--- src/rtl/spike_pattern_decoder.sv ---
// rtl/spike_pattern_decoder.sv - integrates per-neuron spike counts over a fixed window and decodes a binary pattern
module spike_pattern_decoder #(
  parameter int N          = 7,
  parameter int WINDOW     = 64,
  parameter int CNT_W      = 6,
  parameter int MIN_SPIKES = 2
) (
  input  logic         clk,
  input  logic         reset_n,
  input  logic         start,
  input  logic         abort,
  input  logic [N-1:0] spikes,
  output logic         busy,
  output logic [N-1:0] pattern_out,
  output logic [2:0]   active_count,
  output logic         pattern_valid,
  input  logic         pattern_ready
);

  typedef enum logic [1:0] {IDLE, COUNT, HOLD} state_t;

  localparam logic [CNT_W-1:0] CNT_MAX  = '1;
  localparam logic [7:0]       WIN_LAST = 8'(WINDOW - 1);

  state_t           state;
  logic [7:0]       win_cnt;
  logic [CNT_W-1:0] cnt      [N];
  logic [CNT_W-1:0] cnt_next [N];
  logic [N-1:0]     decode;
  logic [2:0]       decode_pop;

  // cnt_next already includes the current cycle's spikes, so the final
  // window cycle is counted when the decision is registered.
  always_comb begin
    decode_pop = '0;
    for (int i = 0; i < N; i++) begin
      cnt_next[i] = (spikes[i] && (cnt[i] != CNT_MAX)) ? cnt[i] + CNT_W'(1) : cnt[i];
      decode[i]   = 32'(cnt_next[i]) >= 32'(MIN_SPIKES);
      decode_pop  = decode_pop + 3'(decode[i]);
    end
  end

  always_comb begin
    busy = (state == COUNT) || (state == HOLD);
  end

  always_ff @(posedge clk or negedge reset_n) begin
    if (!reset_n) begin
      state         <= IDLE;
      win_cnt       <= '0;
      pattern_out   <= '0;
      active_count  <= '0;
      pattern_valid <= 1'b0;
      for (int i = 0; i < N; i++) cnt[i] <= '0;
    end else if (abort) begin
      // pattern_out/active_count deliberately keep the last accepted result
      state         <= IDLE;
      win_cnt       <= '0;
      pattern_valid <= 1'b0;
      for (int i = 0; i < N; i++) cnt[i] <= '0;
    end else begin
      case (state)
        IDLE: begin
          if (start) begin
            state   <= COUNT;
            win_cnt <= '0;
            for (int i = 0; i < N; i++) cnt[i] <= '0;
          end
        end
        COUNT: begin
          for (int i = 0; i < N; i++) cnt[i] <= cnt_next[i];
          win_cnt <= win_cnt + 8'd1;
          if (win_cnt == WIN_LAST) begin
            state         <= HOLD;
            pattern_out   <= decode;
            active_count  <= decode_pop;
            pattern_valid <= 1'b1;
          end
        end
        HOLD: begin
          if (pattern_ready) begin
            state         <= IDLE;
            pattern_valid <= 1'b0;
          end
        end
        default: state <= IDLE;
      endcase
    end
  end

endmodule
--- config.mk ---
export PLATFORM = sky130hd
export DESIGN_NAME = spike_pattern_decoder
export DESIGN_NICKNAME = d
export VERILOG_FILES = /design/src/rtl/spike_pattern_decoder.sv
export SDC_FILE = /design/constraint.sdc
export NUM_CORES = 1
export LEC_CHECK = 0
export ABC_AREA = 1
export BUFFER_PORTS_ARGS = -buffer_cell sky130_fd_sc_hd__buf_2
export CORE_UTILIZATION = 35
export DETAILED_ROUTE_END_ITERATION = 7
export PLACE_DENSITY = 0.49
export SLEW_MARGIN = 40
export SYNTH_ARGS = -nofsm -noshare
export SYNTH_HDL_FRONTEND = slang
export SYNTH_SLANG_ARGS = --single-unit
--- constraint.sdc ---
create_clock -name clk -period 4.8 [get_ports clk]
set_input_delay 0.24 -clock clk [delete_from_list [all_inputs] [get_ports clk]]
set_output_delay 0.24 -clock clk [all_outputs]
set_load 0.1 [all_outputs]
==> reports/qor.csv, run 1 <==
metric,value,unit
drv_cap,0,
drt_first_pass_iters,6,
io_buffers,23,
wire_per_inst,12.9,um
synth_cells,594,
routed_via_density,4.85,
setup_viol,0,
worstSetupStartpointType,flip-flop,
initial_core_util,0.364,
first_iter_violations,182,
std_cell_rows,39,
crit_fanout,7,
syn_nets,622,
num_vias,3707,
post-cts-setup-buffers,0,
powerDensity,454,mW/mm2
die_h,112,um
tns,0,ps
synth_cell_types,35,
endpoint_kind,flip-flop,
seqPwrFrac,0.310,
skew,6.93,ps
cts_hold_buf,0,
antenna_cells,0,
clk_latency,340,ps
core,0.0116,mm2
power_frac_comb,0.308,
grt_max_degree,64,
ys_warn_count,0,
yosysSeqAreaShare,0.373,
drt-total-wl,9850,um
post-route-min-period,3640,ps
switchingPower,0.816,mW
dp_slack,1130,ps
first_global_vias,3567,
crit_arrival,3920,ps
leakage,2.40,nW
final_common_cell,nand2_1,
ctsLongestPathBuffers,2,
tritoncts,yes,
antenna_found_initial,0,
power.internal,1.37,mW
finalCritPeriodShare,0.759,
post-dp-hpwl,6750,um
ant_nets,0,
routabilityCongestion,0.857,
grt_pass1_wl,17000,um
die_area,0.0125,mm2
grt.total_usage,0.173,
cts.sinks,63,
cp.required,5070,ps
tightest_slew,746,ps
cts_buffers,9,
drc,3,
relSlewSlack,0.502,
clockPowerShare,0.382,
syn_to_final_growth,14.2,%
cts.htree.levels,3,
path_class,reg -> reg,
cts_resized,0,
status,"finished, violations left",
finalHoldViolCount,6,
mostFrequentLayoutCells,"205 x nand2_1, 72 x inv_1, 63 x dfrtp_1",
syn_area_per_cell,7.11,um2
hp-class,in -> async,
cts.clk_slew.worst_paths,50,ps
switching_share,0.373,
nets,645,
synth-seq-cells,63,
rsz0062_at_grt,false,
root_buffer,clkbuf_16,
irDropWorstVdd,0.424,mV
fmaxAchievable,0.275,GHz
finalPower,2.19,mW
violations,"design-rule violations, negative hold slack",
slew_violations,0,
die_w,112,um
hold_ws,-19.1,ps
synth_area,0.00423,mm2
grt.overflow.total,0,
drive_gt1_frac,0.138,
fin_ws,1160,ps
pin_count,24,
[flip-flops by register name (all words and copies together) (netlist names)]
register,count
state,2
pattern_out,7
active_count,3
win_cnt,8
pattern_valid,1
cnt,42
[final timing paths]
path	slack, ps	from	cells after the start	end
max in group asynchronous	4380	reset_n	2	cnt[15]$_DFFE_PN0P_
min in group clk	260	abort	4	state[0]$_DFFE_PN0P_
max	1160	cnt[36]$_DFFE_PN0P_	18	active_count[1]$_DFFE_PN0P_
min reg2reg	470	pattern_valid$_DFFE_PN0P_	2	pattern_valid$_DFFE_PN0P_
min	-20	reset_n	2	cnt[39]$_DFFE_PN0P_
max reg2reg	1160	cnt[36]$_DFFE_PN0P_	18	active_count[1]$_DFFE_PN0P_
[synth_stat cells]
master    count  area share
o21ai_4       1      0.0039
o21ai_0      15       0.018
inv_2        11      0.0098
o21ai_1       4      0.0047
nand2_1     205        0.18
inv_4         1      0.0015
nor3b_1       7       0.012
ha_1         12       0.036
fa_1          4       0.019
inv_1        72       0.064
o21ai_2       1      0.0021
nand2_4       3      0.0080
buf_4         5      0.0089
o211ai_1      1      0.0018
nor2_1       34       0.030
a21oi_2       1      0.0021
o22ai_1      19       0.028
dfrtp_1      63        0.37
nor3_1       11       0.013
nor2_4        4       0.011
clkinv_1      1     0.00089
a21oi_1      13       0.015
xnor2_1       2      0.0041
a22o_1        6       0.012
nand3_2       1      0.0024
clkbuf_1      1     0.00089
nand4_1      16       0.024
xor2_1        3      0.0062
nand3_1      46       0.054
buf_2         4      0.0047
buf_6         3      0.0080
nand2_2      14       0.021
nor3_2        2      0.0047
nor2_2        5      0.0074
nand3b_1      3      0.0053
[worst max-delay path, cell delays in order, from the launching register on]
cell and delay (ps):
dfrtp_1 450, ha_1 240, nand2_1 70, nor2_1 130, nand2_1 110, nand2_2 140
nand2_1 70, nand2_1 100, nand2_1 60, inv_1 50, nand3_1 80, inv_1 100
fa_1 410, fa_1 510, inv_1 50, fa_1 400, fa_1 490, nand2_1 50
nand2_1 80
[per-stage QoR]
step	std cells	utilization	instance area, um2
2_1_floorplan	594	-	4230
3_3_place_gp	749	0.382	4440
3_5_place_dp	749	0.383	4450
4_1_cts	765	0.416	4830
5_1_grt	765	0.416	4830
6_report	765	0.416	4830
[cell type report]
cell class                 instances  area [um2]
timing repair buffer              25         134
inverter                          85         322
clock inverter                     5         128
multi-input combinational        433        2230
fill                            1210        6790
tap                              143         179
sequential                        63        1580
clock buffer                      11         253
[per-layer routing]
layer / track usage / vias up / share of wire
li1: - / 1961 / -
met1: 0.227 / 1686 / 0.49
met2: 0.276 / 47 / 0.46
met3: 0.0245 / 13 / 0.026
met4: 0.0946 / 0 / 0.025
met5: 0 / - / 0
[logic make-up after synthesis]
group | count (synthesis) | share of synthesized area
flops | 63 | 0.373
fa+ha+maj | 16 | 0.0545
buf+inv | 98 | 0.0986
compound gates | 61 | 0.0882
simple gates | 351 | 0.375
xor+xnor | 5 | 0.0104
[power by group through the flow]
stage / sequential (mW) / combinational, mW / clock (mW)
floorplan: 0.727 / 0.498 / 0
global placement: 0.685 / 0.685 / 0
detailed placement: 0.686 / 0.688 / 0
CTS: 0.678 / 0.689 / 0.854
global route: 0.691 / 0.772 / 0.874
finish: 0.679 / 0.674 / 0.835
(Power assumes the default switching activity.)
==> inputs of run 2 (changes only) <==
--- a/config.mk
+++ b/config.mk
@@ -9,7 +9,7 @@
 export BUFFER_PORTS_ARGS = -buffer_cell sky130_fd_sc_hd__buf_2
 export CORE_UTILIZATION = 35
 export DETAILED_ROUTE_END_ITERATION = 7
-export PLACE_DENSITY = 0.49
+export PLACE_DENSITY = 0.5
 export SLEW_MARGIN = 40
 export SYNTH_ARGS = -nofsm -noshare
 export SYNTH_HDL_FRONTEND = slang
==> constraint.sdc (replaced) <==
create_clock -name clk -period 3.1 [get_ports clk]
set_input_delay 0.155 -clock clk [delete_from_list [all_inputs] [get_ports clk]]
set_output_delay 0.155 -clock clk [all_outputs]
set_load 0.1 [all_outputs]
==> reports/qor.csv, run 2 (synthesized netlist as in run 1, its figures left out) <==
metric,value,unit,change
slowest_delay,490,ps,-20 ps
antenna_cells,0,,unchanged
nets,701,,+8.7%
cts.sinks,63,,unchanged
hp-class,in -> reg,,
dp_slack,-242,ps,-1370 ps
drt_first_pass_iters,6,,unchanged
setup_viol,2,,+2
worstSetupStartpointType,flip-flop,,
fill_cells,1157,,-4.4%
slew_violations,0,,unchanged
grt.busiest_layer,met2,,
grt.total_usage,0.187,,+0.0144
mostFrequentLayoutCells,"198 x nand2_1, 68 x inv_1, 61 x dfrtp_1",,
fin_ws,-179,ps,-1340 ps
leakage,2.66,nW,+11%
drt-total-wl,10500,um,+6.7%
path_class,reg -> reg,,
root_buffer,clkbuf_16,,
final_util,0.450,,+0.0343
path_buf_inv,4,,+1
crit_chain,"buf_4, buf_4, nand3_1, nor2_1, nand3_1, nand2_1, nand2_1, nor2_2, nand2_1, inv_2, fa_1, fa_1, inv_1, fa_2, fa_1, nand2_1, nand2_1",,
largest_register_ffs,42,,unchanged
die_w,112,um,unchanged
num_vias,3969,,+7.1%
drv_cap,0,,unchanged
routed_via_density,4.84,,-0.11%
final_common_cell,nand2_1,,
holdPathEnd,state[1]$_DFFE_PN0P_,,
crit_arrival,3510,ps,-410 ps
cts.htree.levels,3,,unchanged
tns,-291,ps,-291 ps
die_area,0.0125,mm2,unchanged
top_regs,"cnt: 42 flops, win_cnt: 8 flops, pattern_out: 7 flops",,
critPathSlowestCell,fa_1,,
first_iter_violations,217,,+19%
tritoncts,yes,,
std_cell_rows,39,,unchanged
fmaxAchievable,0.305,GHz,+11%
wire_per_inst,12.8,um,-0.50%
pin_count,24,,unchanged
syn_to_final_growth,23.6,%,
finalHoldViolCount,0,,-6
r2r-end,active_count[1]$_DFFE_PN0P_,,
instances_no_fill,820,,+7.2%
post-route-min-period,3280,ps,-362 ps
r2r-start,cnt[18]$_DFFE_PN0P_,,
clk_latency,340,ps,about the same
drc,0,,-3
place_inst,796,,+6.3%
hold_depth,4,,
critPathLaunch,cnt[18]$_DFFE_PN0P_,,
tightest_slew,650,ps,-95.7 ps
first_global_vias,3854,,+8.0%
use_met1,0.240,,+0.0132
post-dp-hpwl,7470,um,+11%
antenna_found_initial,0,,unchanged
irDropWorstVdd,0.516,mV,+22%
io_buffers,23,,unchanged
grt.overflow.total,0,,unchanged
grt_pass1_wl,18400,um,+8.5%
top_register,cnt,,
ant_nets,0,,unchanged
violations,negative setup slack,,
grt_use_met3,0.0474,,+0.0229
powerDensity,616,mW/mm2,+36%
cts_buffers,9,,unchanged
routabilityCongestion,0.824,,-3.7%
rrSetupSlack,-180,ps,-1340 ps
endpoint_kind,flip-flop,,
critPathMostFrequentCell,nand2_1,,
cts.clk_slew.worst_paths,50,ps,about the same
cpLargestDelayFamily,adder cells,,
initial_core_util,0.364,,unchanged
rsz0062_at_grt,true,,
status,"finished, violations left",,
relSlewSlack,0.566,,+0.0645
finalCritPeriodShare,1.06,,+0.299
reg2reg_depth,17,,-1
skew,6.30,ps,-0.634 ps
hp-start,abort,,
cp.required,3330,ps,-1740 ps
crit_fanout,4,,-3
die_h,112,um,unchanged
met2_usage,0.304,,+0.0282
grt_max_degree,39,,-39%
drive_gt1_frac,0.239,,+0.101
core,0.0116,mm2,unchanged
ctsLongestPathBuffers,2,,unchanged
[run 2: final cells by class]
| class | instances | area (um2) | share of cell area |
|---|---|---|---|
| clock buffers | 11 | 243 | 0.0465 |
| flip-flops and latches | 63 | 1580 | 0.302 |
| clock inverters | 4 | 22.5 | 0.00431 |
| well taps | 143 | 179 | 0.0343 |
| inverters | 85 | 322 | 0.0616 |
| multi-input cells | 433 | 2330 | 0.445 |
| repair buffers | 81 | 553 | 0.106 |
[run 2: worst max-delay path by stage]
stage / end / cells past startpoint / slack (ps)
floorplan: active_count[1]$_DFFE_PN0P_ / 18 / -150
global placement: active_count[1]$_DFFE_PN0P_ / 16 / -230
detailed placement: active_count[1]$_DFFE_PN0P_ / 16 / -240
CTS: active_count[1]$_DFFE_PN0P_ / 17 / -220
global route: active_count[1]$_DFFE_PN0P_ / 17 / -380
finish: active_count[1]$_DFFE_PN0P_ / 17 / -180
[run 2: stage by stage]
| step | hold WS [ps] | area (um2) | total power [mW] |
|---|---|---|---|
| 6_report | 178 | 5220 | 3.22 |
| 5_1_grt | 201 | 5220 | 3.46 |
| 4_1_cts | 175 | 5140 | 3.23 |
| 3_5_place_dp | 225 | 4800 | 2.27 |
| 3_3_place_gp | 220 | 4800 | 2.26 |
| 2_1_floorplan | -141 | 4240 | 1.90 |
[run 2: report_power, final]
part           internal (mW)  leakage, nW  switching [mW]
Sequential             0.924        0.843          0.0910
Combinational          0.431         1.69           0.849
Clock                  0.553        0.131           0.369
[run 2: timing repair]
item,in CTS,in global routing
resized for setup,6,20
setup endpoints to repair,2,3
hold endpoints to repair,25,0
buffers inserted,6,2
hold buffers,1,0
pin swaps,10,13
[run 2: worst reg2reg max path, delay by kind of cell, from the launching register on]
kind                       cells  cell delay, ps
buffers and inverters          4             340
and+or+nand+nor                9             820
adders and majority gates      4            1670
DFF                            1             350
[run 2: per-layer routing]
layer,vias up,routed length (um)
li1,2073,-
met1,1839,5100
met2,46,4940
met3,11,330
met4,0,133
met5,-,0
==> inputs of run 3 (changes only) <==
--- a/config.mk
+++ b/config.mk
@@ -9,6 +9,7 @@
 export BUFFER_PORTS_ARGS = -buffer_cell sky130_fd_sc_hd__buf_2
 export CORE_UTILIZATION = 35
 export DETAILED_ROUTE_END_ITERATION = 7
+export MAX_ROUTING_LAYER = met4
 export PLACE_DENSITY = 0.5
 export SLEW_MARGIN = 40
 export SYNTH_ARGS = -nofsm -noshare
==> reports/qor.csv, run 3 (synthesized netlist as in run 1, its figures left out) <==
metric,value,unit,change
core,0.0116,mm2,unchanged
drt_first_pass_iters,5,,-1
clk_latency,340,ps,about the same
mostFrequentLayoutCells,"198 x nand2_1, 68 x inv_1, 61 x dfrtp_1",,
hp-class,in -> reg,,
tightest_slew,651,ps,+1.21 ps
relSlewSlack,0.566,,-0.000808
critPathSlowestCell,fa_1,,
die_w,112,um,unchanged
post-dp-hpwl,7470,um,unchanged
grt.overflow.total,0,,unchanged
rsz0062_at_grt,true,,
wire_per_inst,12.7,um,-0.50%
path_class,reg -> reg,,
finalHoldViolCount,0,,unchanged
leakage,2.66,nW,unchanged
routabilityCongestion,0.837,,+1.5%
worstSetupStartpointType,flip-flop,,
setup_viol,2,,unchanged
fill_cells,1157,,unchanged
drc,0,,unchanged
violations,negative setup slack,,
grt_pass1_wl,18400,um,about the same
initial_core_util,0.364,,unchanged
final_util,0.450,,unchanged
crit_fanout,4,,unchanged
ant_nets,0,,unchanged
slowest_delay,490,ps,about the same
pin_count,24,,unchanged
irDropWorstVdd,0.516,mV,about the same
first_global_vias,3850,,-0.10%
die_area,0.0125,mm2,unchanged
cts.htree.levels,3,,unchanged
multiInputGateArea,0.00233,mm2,unchanged
cp.required,3330,ps,about the same
powerDensity,616,mW/mm2,about the same
place_area,0.00480,mm2,unchanged
drv_cap,0,,unchanged
routed_via_density,4.83,,-0.25%
skew,6.70,ps,+0.407 ps
cts.clk_slew.worst_paths,50,ps,about the same
die_h,112,um,unchanged
fin_area,0.00522,mm2,unchanged
largest_register_ffs,42,,unchanged
fin_ws,-178,ps,+0.999 ps
grt_max_degree,39,,unchanged
crit_chain,"buf_4, buf_4, nand3_1, nor2_1, nand3_1, nand2_1, nand2_1, nor2_2, nand2_1, inv_2, fa_1, fa_1, inv_1, fa_2, fa_1, nand2_1, nand2_1",,
first_iter_violations,224,,+3.2%
critPathMostFrequentCell,nand2_1,,
num_vias,3959,,-0.25%
slew_violations,0,,unchanged
post-route-min-period,3280,ps,-0.999 ps
endpoint_kind,flip-flop,,
top_regs,"cnt: 42 flops, win_cnt: 8 flops, pattern_out: 7 flops",,
syn_to_final_growth,23.6,%,unchanged
antenna_cells,0,,unchanged
std_cell_rows,39,,unchanged
finalCritPeriodShare,1.06,,about the same
root_buffer,clkbuf_16,,
ctsLongestPathBuffers,2,,unchanged
cts_buffers,9,,unchanged
tritoncts,yes,,
cts.sinks,63,,unchanged
antenna_found_initial,0,,unchanged
drive_gt1_frac,0.239,,unchanged
final_common_cell,nand2_1,,
regArea,0.00158,mm2,unchanged
crit_arrival,3510,ps,about the same
io_buffers,23,,unchanged
grt.total_usage,0.193,,+0.00541
fmaxAchievable,0.305,GHz,about the same
status,"finished, violations left",,
top_register,cnt,,
nets,701,,unchanged
drt-total-wl,10500,um,-0.50%
run 3: cell counts in the layout (fill, tap and decap cells not counted):
No cell type changed its count.
run 3: layout make-up:
class                   instances  share of cell area
clock buffers                  11              0.0465
multi-input cells             433               0.445
flip-flops and latches         63               0.302
inverters                      85              0.0616
clock inverters                 4             0.00431
well taps                     143              0.0343
repair buffers                 81               0.106
run 3: per-layer routing:
layer	vias to the layer above	GRT usage	part of all wire
met3	12	0.0457	0.032
met1	1834	0.240	0.48
met5	-	-	0
li1	2071	-	-
met4	0	0.0712	0.016
met2	42	0.304	0.47
run 3: worst max-delay path, delay by kind of cell (launching register included):
kind                       cells  cell delay, ps
adders and majority gates      4            1670
buffers and inverters          4             340
DFF                            1             350
and+or+nand+nor                9             820
run 3: repair_timing:
item,4_1_cts,5_1_grt
endpoints found under the setup margin,2,3
hold endpoints to repair,25,0
setup buffers,6,2
hold buffers,1,0
pin swaps,10,13
cloned,0,0
gates resized for setup,6,20
run 3: final timing paths:
path | from | end | slack [ps] | cells past startpoint
setup / recovery | cnt[18]$_DFFE_PN0P_ | active_count[1]$_DFFE_PN0P_ | -180 | 17
hold / removal | abort | state[1]$_DFFE_PN0P_ | 180 | 4
setup reg to reg | cnt[18]$_DFFE_PN0P_ | active_count[1]$_DFFE_PN0P_ | -180 | 17
hold reg to reg | pattern_out[0]$_DFFE_PN0P_ | pattern_out[0]$_DFFE_PN0P_ | 470 | 2
max in group asynchronous | reset_n | cnt[32]$_DFFE_PN0P_ | 1760 | 3
min in group asynchronous | reset_n | cnt[33]$_DFFE_PN0P_ | 370 | 2
run 3: power by group:
part / switching, mW / leakage (nW) / internal, mW
combinational: 0.848 / 1.69 / 0.431
clock: 0.369 / 0.131 / 0.553
sequential: 0.0904 / 0.843 / 0.924
total: 1.31 / 2.66 / 1.91
run 3: per-stage QoR:
step | worst slack [ps] | hold slack [ps] | TNS, ps | power [mW] | cells
after global placement | -235 | 220 | -408 | 2.26 | 796
after detailed placement | -242 | 225 | -420 | 2.27 | 796
after global routing | -383 | 203 | -799 | 3.45 | 820
after floorplan | -150 | -141 | -237 | 1.90 | 594
after CTS | -216 | 175 | -365 | 3.23 | 818
final | -178 | 178 | -288 | 3.22 | 820
